--- config.mk ---
export PLATFORM = sky130hd
export DESIGN_NAME = ir_frame_transmitter
export DESIGN_NICKNAME = d
export VERILOG_FILES = /design/src/rtl/ir_frame_transmitter.sv
export SDC_FILE = /design/constraint.sdc
export NUM_CORES = 1
export LEC_CHECK = 0
export ABC_AREA = 1
export CELL_PAD_IN_SITES_DETAIL_PLACEMENT = 2
export CELL_PAD_IN_SITES_GLOBAL_PLACEMENT = 2
export CORE_ASPECT_RATIO = 0.75
export CORE_MARGIN = 8
export CORE_UTILIZATION = 34
export DETAILED_ROUTE_END_ITERATION = 8
export PLACE_DENSITY_LB_ADDON = 0.1
export SLEW_MARGIN = 20
export SYNTH_ARGS = -nofsm -noshare
export SYNTH_HDL_FRONTEND = slang
export SYNTH_SLANG_ARGS = --single-unit
--- constraint.sdc ---
create_clock -name clk -period 3.4 [get_ports clk]
set_clock_uncertainty 0.1 [all_clocks]
set_input_delay 0.34 -clock clk [delete_from_list [all_inputs] [get_ports clk]]
set_output_delay 0.34 -clock clk [all_outputs]
set_load 0.005 [all_outputs]
--- src/rtl/ir_frame_transmitter.sv ---
// ---------------------------------------------------------------------------
// ir_frame_transmitter
//
// Transmit side of the 32-bit IR link. Serialises one 32-bit word into a
// pulse-distance frame:
//   leader mark (16 units) and leader space (8 units),
//   32 data bits sent LSB first (1-unit mark, then a 1-unit space for a 0
//   or a 3-unit space for a 1),
//   stop mark (1 unit).
// All outputs are registered. ir_out is the envelope, optionally gated by a
// square-wave carrier that restarts high at the start of every mark.
//
// Ports:
//   clk          system clock, rising edge
//   reset        synchronous, active-high reset
//   tx_data      word to transmit, latched on accept
//   tx_valid     tx_data is valid
//   tx_ready     block can accept a word (only in IDLE)
//   ir_out       IR LED drive (envelope AND carrier when CARRIER_EN=1)
//   ir_envelope  unmodulated mark/space envelope (1 = mark)
//   busy         a frame is in progress
//   bit_count    number of data bits fully sent, 0..32
//   done         one-cycle pulse in the first IDLE cycle after a frame
// ---------------------------------------------------------------------------
module ir_frame_transmitter #(
  parameter int unsigned UNIT_CYCLES  = 28125,  // cycles per timing unit, >= 2
  parameter int unsigned CARRIER_HALF = 658,    // cycles per carrier half-period, >= 1
  parameter bit          CARRIER_EN   = 1'b1    // 1: modulate ir_out with the carrier
) (
  input  logic        clk,
  input  logic        reset,
  input  logic [31:0] tx_data,
  input  logic        tx_valid,
  output logic        tx_ready,
  output logic        ir_out,
  output logic        ir_envelope,
  output logic        busy,
  output logic [5:0]  bit_count,
  output logic        done
);

  localparam int unsigned TIMER_W   = $clog2(16 * UNIT_CYCLES) + 1;
  localparam int unsigned CARRIER_W = $clog2(CARRIER_HALF) + 1;

  // The phase timer counts down to zero, so each phase loads its length - 1.
  localparam logic [TIMER_W-1:0] LEAD_MARK_LAST  = TIMER_W'(16 * UNIT_CYCLES - 1);
  localparam logic [TIMER_W-1:0] LEAD_SPACE_LAST = TIMER_W'(8 * UNIT_CYCLES - 1);
  localparam logic [TIMER_W-1:0] UNIT_LAST       = TIMER_W'(UNIT_CYCLES - 1);
  localparam logic [TIMER_W-1:0] ONE_SPACE_LAST  = TIMER_W'(3 * UNIT_CYCLES - 1);
  localparam logic [CARRIER_W-1:0] CARRIER_LAST  = CARRIER_W'(CARRIER_HALF - 1);

  typedef enum logic [2:0] {
    IDLE,
    LEAD_MARK,
    LEAD_SPACE,
    BIT_MARK,
    BIT_SPACE,
    STOP_MARK
  } state_t;

  state_t               state;
  logic [31:0]          shift_reg;
  logic [TIMER_W-1:0]   phase_timer;
  logic [CARRIER_W-1:0] carrier_cnt;
  logic                 carrier;

  wire phase_end = (phase_timer == '0);

  always_ff @(posedge clk) begin
    if (reset) begin
      state       <= IDLE;
      shift_reg   <= '0;
      phase_timer <= '0;
      carrier_cnt <= '0;
      carrier     <= 1'b0;
      ir_envelope <= 1'b0;
      ir_out      <= 1'b0;
      busy        <= 1'b0;
      tx_ready    <= 1'b1;
      bit_count   <= '0;
      done        <= 1'b0;
    end else begin
      done <= 1'b0;

      // Carrier advance inside a mark. The phase-change branches below assign
      // carrier/ir_out again on mark or space entry.
      // NOTE: with non-blocking assignments the last one executed in the block
      // wins, so entry values below override this default advance cleanly.
      if (ir_envelope) begin
        if (carrier_cnt == '0) begin
          carrier     <= ~carrier;
          carrier_cnt <= CARRIER_LAST;
          ir_out      <= CARRIER_EN ? ~carrier : 1'b1;
        end else begin
          carrier_cnt <= carrier_cnt - CARRIER_W'(1);
        end
      end

      if (state != IDLE && !phase_end) begin
        phase_timer <= phase_timer - TIMER_W'(1);
      end

      unique case (state)
        IDLE: begin
          if (tx_valid && tx_ready) begin
            shift_reg   <= tx_data;
            bit_count   <= '0;
            state       <= LEAD_MARK;
            phase_timer <= LEAD_MARK_LAST;
            busy        <= 1'b1;
            tx_ready    <= 1'b0;
            // mark entry: carrier restarts high
            ir_envelope <= 1'b1;
            carrier     <= 1'b1;
            carrier_cnt <= CARRIER_LAST;
            ir_out      <= 1'b1;
          end
        end

        LEAD_MARK: begin
          if (phase_end) begin
            state       <= LEAD_SPACE;
            phase_timer <= LEAD_SPACE_LAST;
            ir_envelope <= 1'b0;
            carrier     <= 1'b0;
            ir_out      <= 1'b0;
          end
        end

        LEAD_SPACE: begin
          if (phase_end) begin
            state       <= BIT_MARK;
            phase_timer <= UNIT_LAST;
            ir_envelope <= 1'b1;
            carrier     <= 1'b1;
            carrier_cnt <= CARRIER_LAST;
            ir_out      <= 1'b1;
          end
        end

        BIT_MARK: begin
          if (phase_end) begin
            state       <= BIT_SPACE;
            // pulse-distance coding: the space length carries the bit value
            phase_timer <= shift_reg[0] ? ONE_SPACE_LAST : UNIT_LAST;
            ir_envelope <= 1'b0;
            carrier     <= 1'b0;
            ir_out      <= 1'b0;
          end
        end

        BIT_SPACE: begin
          if (phase_end) begin
            shift_reg   <= {1'b0, shift_reg[31:1]};
            bit_count   <= bit_count + 6'd1;
            // bit_count still holds the pre-increment value here
            state       <= (bit_count == 6'd31) ? STOP_MARK : BIT_MARK;
            phase_timer <= UNIT_LAST;
            ir_envelope <= 1'b1;
            carrier     <= 1'b1;
            carrier_cnt <= CARRIER_LAST;
            ir_out      <= 1'b1;
          end
        end

        STOP_MARK: begin
          if (phase_end) begin
            state       <= IDLE;
            busy        <= 1'b0;
            tx_ready    <= 1'b1;
            done        <= 1'b1;
            ir_envelope <= 1'b0;
            carrier     <= 1'b0;
            ir_out      <= 1'b0;
          end
        end

        default: begin
          state <= IDLE;
        end
      endcase
    end
  end

endmodule

; ---- Yosys cells after proc, flatten, opt, wreduce, memory -nomap -nowiden
; Cells that the tools add are included.
[classes]
n_bitwise = 2
n_eq_ne = 14
n_shift = 0
n_lt_le_gt_ge = 0
n_reduce_logical = 17
div = 0
n_mux = 46
add_sub_neg = 3
n_mul = 0
[ops]
columns = cell, n
row1 = $mux W20, 5
row2 = $pmux W20 S4, 1
row3 = $mux W32, 2
row4 = $pmux W32 S2, 1
row5 = $mux W11, 4
row6 = $pmux W11 S2, 1
row7 = $mux W3, 7
row8 = $logic_not A20 Y1, 1
row9 = $sub A20 B1 Y20 const B, 1
row10 = $pmux W3 S6, 1
row11 = $mux W17, 1
row12 = $mux W1, 15
row13 = $mux W6, 2
row14 = $ne A2 B2 Y1 const B, 6
row15 = $pmux W6 S2, 1
row16 = $logic_not A11 Y1, 1
row17 = $sub A11 B1 Y11 const B, 1
row18 = $pmux W1 S3, 3
row19 = $add A6 B1 Y6 const B, 1
row20 = $eq A3 B2 Y1 const B, 2
row21 = $eq A3 B3 Y1 const B, 2
row22 = $eq A6 B5 Y1 const B, 1
row23 = $reduce_and A3 Y1, 2
row24 = $reduce_and A6 Y1, 1
row25 = 12 further kinds, 19
[word_totals]
rom_bits = 0
n_memories = 0
ram_bits = 0
latch_bits = 0
in_bits = 35
regBits = 78

; ---- Depth between registers and ports, before layout
; Gate-level depths: netlist (run 1).
[logic_depth]
depth_word = 6
mapped_depth = 13
ltp_nobuf = 13

; ---- Worst setup path after synthesis (run 1)
; No wires, ideal clock.
[synth_path]
path_kind = register to register
start = reg phase_timer[0]
end = reg shift_reg[0]
t_required_ns = 3.184
slack_ns = 1.542
synth_period_minus_slack_ns = 1.858
path_stages_with_launch = 11
arrival_ns = 1.642
path_buffers = 1
setup_ns = 0.116
path_cell_list = dfxtp_1 > clkinv_1 > ha_1 > nand3_1 > nor2_2 > nand3_4 > clkinv_4 > nand2_4 > nand2_8 > buf_4 > o211a_1
[synth_via]
elab_chain_len = 3
[synth_rtl]
columns = item, line_no
row1 = start: declaration, 63  ; logic [TIMER_W-1:0] phase_timer;
row2 = start signal: assignment, 100  ; phase_timer <= phase_timer - TIMER_W'(1);
row3 = start signal: assignment, 145  ; phase_timer <= shift_reg[0] ? ONE_SPACE_LAST : UNIT_LAST;
row4 = $logic_not A20 Y1, 67  ; wire phase_end = (phase_timer == '0);
row5 = $ne A2 B2 Y1 (no line), --
row6 = $reduce_and A3 Y1 (no line), --
row7 = end signal: assignment, 106  ; shift_reg <= tx_data;
row8 = end signal: assignment, 154  ; shift_reg <= {1'b0, shift_reg[31:1]};
row9 = end: declaration, 62  ; logic [31:0] shift_reg;
; Every way passes these cells.
; A chain may end at the register's enable or synchronous reset.

; ---- Worst setup path after layout (run 1)
[layout_path]
start = reg phase_timer[0]
end = reg shift_reg[5]
; The elaborated chain is that of the path after synthesis.

==> results of run 1 <==
==> per-layer routing <==
layer	up-vias	global-route usage
li1	2099	-
met1	2093	0.229
met2	64	0.287
met3	20	0.0364
met4	0	0.0520
met5	-	0
==> worst max path at each step <==
stage | endpoint | from
finish | shift_reg[5]$_SDFFE_PP0P_ | phase_timer[0]$_SDFF_PP0_
global route | bit_count[1]$_SDFFE_PP0P_ | phase_timer[0]$_SDFF_PP0_
CTS | shift_reg[5]$_SDFFE_PP0P_ | phase_timer[0]$_SDFF_PP0_
detailed placement | shift_reg[30]$_SDFFE_PP0P_ | phase_timer[0]$_SDFF_PP0_
global placement | shift_reg[15]$_SDFFE_PP0P_ | tx_valid
floorplan | shift_reg[0]$_SDFFE_PP0P_ | phase_timer[0]$_SDFF_PP0_
==> kinds of logic (layout without fill, tap and decap cells) <==
kind of cell / count (synthesis) / in the layout / share of synthesized area
AND/OR/NAND/NOR: 358 / 358 / 0.372
adder cells (fa/ha/maj): 4 / 4 / 0.0116
AO/OA/AOI/OAI: 83 / 83 / 0.136
flip-flops: 78 / 78 / 0.361
XOR/XNOR: 17 / 17 / 0.0345
buffers and inverters: 80 / 123 / 0.0851
==> synth_stat cells, types with 7 or more instances <==
cell	n
o21ai_0	14
a21oi_1	23
xor2_1	15
nor3_1	9
o21ai_1	7
nor2_2	8
o211a_1	31
nand3_1	67
clkbuf_1	11
nor2_1	62
dfxtp_1	78
nand2_1	186
inv_1	50
==> area by class of cell <==
| class | instances | area (sq um) | area share |
|---|---|---|---|
| multi-input combinational | 462 | 2390 | 0.463 |
| sequential | 78 | 1560 | 0.302 |
| timing repair buffer | 49 | 493 | 0.0953 |
| clock buffer | 10 | 229 | 0.0443 |
| inverter | 58 | 228 | 0.0440 |
| tap | 166 | 208 | 0.0402 |
| clock inverter | 6 | 61.3 | 0.0119 |
==> power groups by stage <==
stage               logic, mW  registers, mW  clock network [mW]
floorplan                1.68           1.46                   0
global placement         2.13           1.53                   0
detailed placement       2.24           1.55                   0
CTS                      2.27           1.54               0.991
global route             2.54           1.58                1.03
finish                   2.25           1.54               0.969
==> metrics by stage <==
stage	utilization	hold slack (ps)	instances	total power [mW]	area, sq um
detailed placement	0.395	385	813	3.79	4880
CTS	0.419	397	829	4.80	5170
global placement	0.395	350	813	3.66	4880
floorplan	-	338	620	3.14	4320
finish	0.419	395	829	4.75	5170
global route	0.419	416	829	5.15	5170
==> worst reg2reg max path: stages (launching register included) <==
cell      delay (ps)
dfxtp_1          360
clkinv_1         240
ha_1             340
nand3_1          110
nor2_2            60
nand3_4          150
clkinv_4         110
nand2_4          130
nand2_8          250
o211a_1          350
==> flow_metrics.py, run 1 <==
metrics = {
    "status": {
        "run_status": "complete, no violations",
    },
    "logic_synthesis": {
        "syn_avg_cell_area_sq_um": 6.97,
        "synth-main-ff-cell": "dfxtp_1",
        "async_flop_share": 0,
        "ys_seq_area_frac": 0.361,
        "synth_cells": 620,
        "synth_top_area_share": 0.361,
        "synth_fp_nets": 659,
        "synth-warning-count": 0,
        "netlist_top_cells_area": "dfxtp_1 36%, nand2_1 16%, nand3_1 7.8%, o211a_1 7.2%, nor2_1 5.4%",
        "yosys.area.top_type": "dfxtp_1",
        "synthDistinctLibCells": 41,
        "netlist_area_sq_um": 4320,
        "ys_seq_elements": 78,
        "synth_edf_count": 0,
    },
    "setup_path": {
        "worst_setup_path_end_kind": "flip-flop",
        "cp.arrival_ps": 2440,
        "r2r_start": "phase_timer[0]$_SDFF_PP0_",
        "path_delay_family": "simple AND/OR/NAND/NOR gates",
        "crit_chain": "clkinv_1 > ha_1 > nand3_1 > nor2_2 > nand3_4 > clkinv_4 > nand2_4 > nand2_8 > o211a_1",
        "start_kind": "flip-flop",
        "critPathKind": "reg2reg",
        "critPathMaxFanout": 70,
        "crit_path_top_delay_cell": "dfxtp_1",
        "r2r-end": "shift_reg[5]$_SDFFE_PP0P_",
        "max_stage_delay_ps": 360,
        "critPathBufInv": 2,
        "reg2reg_depth": 9,
        "cp.depth": 9,
        "ff2ff_setup_slack_ps": 1090,
        "worstPathRequired_ps": 3530,
    },
    "min_path": {
        "hold_path_end": "shift_reg[31]$_SDFFE_PP0P_",
        "worstHoldStart": "shift_reg[31]$_SDFFE_PP0P_",
        "min_path_cells": 2,
        "holdCritPathClass": "reg2reg",
    },
    "drt": {
        "top_layer": "met4",
        "dr.pass1.iters": 4,
        "routed-wl-met2_mm": 6.45,
        "drt_iter0_markers": 167,
        "wl_met1_mm": 7.19,
        "ant_nets": 0,
        "via_count": 4276,
        "route.detailed.drc": 0,
        "drt_wl_total_mm": 14.3,
        "via_per_inst": 5.16,
        "detailroute.wirelength.met3_um": 388,
        "wire_per_inst_um": 17.2,
    },
    "timing": {
        "slew_headroom": 0.693,
        "worstMarginPinSlew_ps": 458,
        "rsz0062_at_grt": "no",
        "fin_setup_tns_ps": 0,
        "hold_violations": 0,
        "final.period_utilization": 0.680,
        "worst_slack_ps": 1090,
        "setup_viol": 0,
        "maxSlewViolCount": 0,
        "clock.fmax_mhz": 432,
        "fin_crit_ps": 2310,
    },
    "pwr": {
        "switching_share": 0.455,
        "clkPwrFrac": 0.204,
        "seqPwrFrac": 0.323,
        "comb_power_share": 0.473,
        "p_leak_nw": 2.47,
        "ir_drop_mv": 0.313,
        "power_switching_mw": 2.16,
        "internal_power_mw": 2.59,
        "pwr_density_cell_nw_per_um2": 919,
    },
    "global_routing": {
        "grt-ovfl-total": 0,
        "grt_pass1_vias": 4638,
        "grt_pass1_wl_mm": 23.9,
        "grt_use_total": 0.176,
        "grt_max_degree": 71,
        "antenna_found_initial": 0,
    },
    "clock_network": {
        "clock_sinks": 78,
        "postCtsSetupBuffers": 0,
        "path_clk_slew_ps": 60,
        "ctsResizeCount": 0,
        "tritoncts": "done",
        "cts_root_buffer": "clkbuf_16",
        "numCtsBuffers": 9,
        "clk-insertion-delay-late_ps": 340,
        "hold_buffers": 0,
        "cts_htree_levels": 3,
        "clock_path_buffers": 2,
    },
    "finish": {
        "layout.nets": 697,
        "fillerInstances": 1489,
        "most-common-layout-cells": "186 x nand2_1, 78 x dfxtp_1, 67 x nand3_1",
        "drive_gt1_frac": 0.0724,
        "area_delta_synth_final_pct": 19.7,
        "num_antenna_cells": 0,
        "final_common_cell": "nand2_1",
        "largest_reg_flops": 32,
    },
    "job": {
        "maxCapViolCount": 0,
    },
    "die": {
        "dieWidth_um": 146,
        "rows": 35,
        "ios": 46,
        "initial_utilization": 0.350,
        "core-area_sq_um": 12300,
        "die-height_um": 114,
        "die_area_sq_um": 16600,
    },
    "placed_design": {
        "port_buffers": 45,
        "gp_congestion": 0.813,
        "dp_slack_ps": 1100,
        "hpwl_mm": 10.6,
    },
}
Note: power is estimated with default switching activity, not from simulation.
==> run 2: changes to the inputs <==
--- a/config.mk
+++ b/config.mk
@@ -10,7 +10,7 @@
 export CELL_PAD_IN_SITES_GLOBAL_PLACEMENT = 2
 export CORE_ASPECT_RATIO = 0.75
 export CORE_MARGIN = 8
-export CORE_UTILIZATION = 34
+export CORE_UTILIZATION = 32
 export DETAILED_ROUTE_END_ITERATION = 8
 export PLACE_DENSITY_LB_ADDON = 0.1
 export SLEW_MARGIN = 20
==> constraint.sdc (replaced) <==
create_clock -name clk -period 2.4 [get_ports clk]
set_clock_uncertainty 0.1 [all_clocks]
set_input_delay 0.24 -clock clk [delete_from_list [all_inputs] [get_ports clk]]
set_output_delay 0.24 -clock clk [all_outputs]
set_load 0.005 [all_outputs]
==> flow_metrics.py, run 2 (synthesis results as in run 1) <==
metrics = {
    "pwr": {
        "clkPwrFrac": 0.217,
        "ir_drop_mv": 0.442,
        "comb_power_share": 0.469,
        "power_switching_mw": 3.08,
        "seqPwrFrac": 0.315,
        "pwr_density_cell_nw_per_um2": 1320,
        "internal_power_mw": 3.86,
        "p_total_mw": 6.94,
        "switching_share": 0.444,
        "p_leak_nw": 2.52,
    },
    "clock_network": {
        "postCtsSetupBuffers": 0,
        "cts_htree_levels": 3,
        "path_clk_slew_ps": 60,
        "hold_buffers": 0,
        "cts_root_buffer": "clkbuf_16",
        "ctsResizeCount": 0,
        "clk-insertion-delay-late_ps": 340,
        "clock_sinks": 78,
        "tritoncts": "done",
        "clock_path_buffers": 2,
        "numCtsBuffers": 9,
    },
    "job": {
        "maxCapViolCount": 0,
    },
    "timing": {
        "fin_setup_tns_ps": 0,
        "clock.fmax_mhz": 451,
        "worstMarginPinSlew_ps": 586,
        "hold_slack_ps": 387,
        "slew_headroom": 0.607,
        "rsz0062_at_grt": "no",
        "worst_slack_ps": 183,
        "fin_crit_ps": 2220,
        "setup_viol": 0,
        "maxSlewViolCount": 0,
        "final.period_utilization": 0.924,
        "hold_violations": 0,
    },
    "placed_design": {
        "port_buffers": 45,
        "gp_congestion": 0.850,
        "dp_slack_ps": 218,
        "postPlaceCellArea_sq_um": 4940,
        "hpwl_mm": 11.2,
    },
    "setup_path": {
        "critPathMaxFanout": 70,
        "cp-startpoint": "phase_timer[17]$_SDFF_PP0_",
        "reg2reg_depth": 9,
        "ff2ff_setup_slack_ps": 180,
        "cp.arrival_ps": 2350,
        "start_kind": "flip-flop",
        "critPathKind": "reg2reg",
        "r2r_start": "phase_timer[17]$_SDFF_PP0_",
        "r2r-end": "shift_reg[0]$_SDFFE_PP0P_",
        "endpoint": "shift_reg[0]$_SDFFE_PP0P_",
        "worstPathRequired_ps": 2530,
        "worst_setup_path_end_kind": "flip-flop",
    },
    "die": {
        "die_area_sq_um": 17500,
        "dieWidth_um": 150,
        "die-height_um": 117,
        "ios": 46,
        "core-area_sq_um": 13100,
        "rows": 36,
        "initial_utilization": 0.330,
    },
    "status": {
        "run_status": "complete, no violations",
    },
    "drt": {
        "ant_nets": 0,
        "dr.pass1.iters": 4,
        "drt_iter0_markers": 160,
        "wire_per_inst_um": 17.7,
        "drt_wl_total_mm": 14.9,
        "route.detailed.drc": 0,
        "via_count": 4297,
        "via_per_inst": 5.10,
    },
    "global_routing": {
        "antenna_found_initial": 0,
        "grt-ovfl-total": 0,
        "grt_max_degree": 71,
        "grt_pass1_wl_mm": 24.0,
        "grt_pass1_vias": 4554,
        "grt_use_total": 0.173,
    },
    "finish": {
        "num_antenna_cells": 0,
        "area_delta_synth_final_pct": 21.7,
        "layout.nets": 705,
        "final_common_cell": "nand2_1",
        "largest_reg_flops": 32,
        "most-common-layout-cells": "186 x nand2_1, 78 x dfxtp_1, 67 x nand3_1",
        "drive_gt1_frac": 0.0835,
        "stdcell_area_sq_um": 5260,
    },
    "min_path": {
        "holdCritPathClass": "reg2reg",
    },
}
run 2: layout make-up:
cell class                      count  area [sq um]
Fill cell                        1551          7850
Multi-Input combinational cell    462          2390
Sequential cell                    78          1560
Timing Repair Buffer               57           541
Clock buffer                       11           243
Inverter                           58           228
Tap cell                          171           214
Clock inverter                      5          81.3
run 2: power groups by stage:
stage / Combinational (mW) / Sequential, mW / Clock, mW
finish: 3.25 / 2.18 / 1.50
global route: 3.64 / 2.24 / 1.59
CTS: 3.28 / 2.18 / 1.55
detailed placement: 3.25 / 2.20 / 0
global placement: 3.08 / 2.17 / 0
floorplan: 2.38 / 2.07 / 0
run 2: worst min-delay path by stage:
stage	from	endpoint	slack, ps	cells past startpoint
finish	ir_out$_SDFF_PP0_	ir_out$_SDFF_PP0_	390	2
global route	carrier_cnt[10]$_SDFF_PP0_	carrier_cnt[10]$_SDFF_PP0_	410	2
CTS	ir_out$_SDFF_PP0_	ir_out$_SDFF_PP0_	390	2
detailed placement	carrier_cnt[10]$_SDFF_PP0_	carrier_cnt[10]$_SDFF_PP0_	380	2
global placement	carrier_cnt[10]$_SDFF_PP0_	carrier_cnt[10]$_SDFF_PP0_	350	2
floorplan	tx_data[31]	shift_reg[31]$_SDFFE_PP0P_	280	2
run 2: worst max-delay path: stages, from the launching register on:
cell	delay (ps)
dfxtp_1	320
nor2_1	310
nand2_1	120
nor2_2	160
nand3_4	170
clkinv_4	130
nand2_4	100
nand2_8	340
nand3_1	190
o211a_1	150
run 2: layer usage:
| layer | routed length [um] | track usage | vias up |
|---|---|---|---|
| met1 | 7600 | 0.237 | 2116 |
| met3 | 449 | 0.0317 | 12 |
| li1 | - | - | 2108 |
| met4 | 124 | 0.0425 | 0 |
| met2 | 6720 | 0.273 | 61 |
| met5 | 0 | 0 | - |
run 2: stage by stage:
stage,utilization,std cells
after detailed placement,0.377,826
after global routing,0.401,842
after global placement,0.377,826
final,0.401,842
after floorplan,-,620
after CTS,0.401,842
==> run 3: changes to the inputs <==
--- a/config.mk
+++ b/config.mk
@@ -13,6 +13,7 @@
 export CORE_UTILIZATION = 32
 export DETAILED_ROUTE_END_ITERATION = 8
 export PLACE_DENSITY_LB_ADDON = 0.1
+export SKIP_CTS_REPAIR_TIMING = 1
 export SLEW_MARGIN = 20
 export SYNTH_ARGS = -nofsm -noshare
 export SYNTH_HDL_FRONTEND = slang
==> results of run 3 <==
No change in the layout: final DEF, timing and power equal those of run 2.
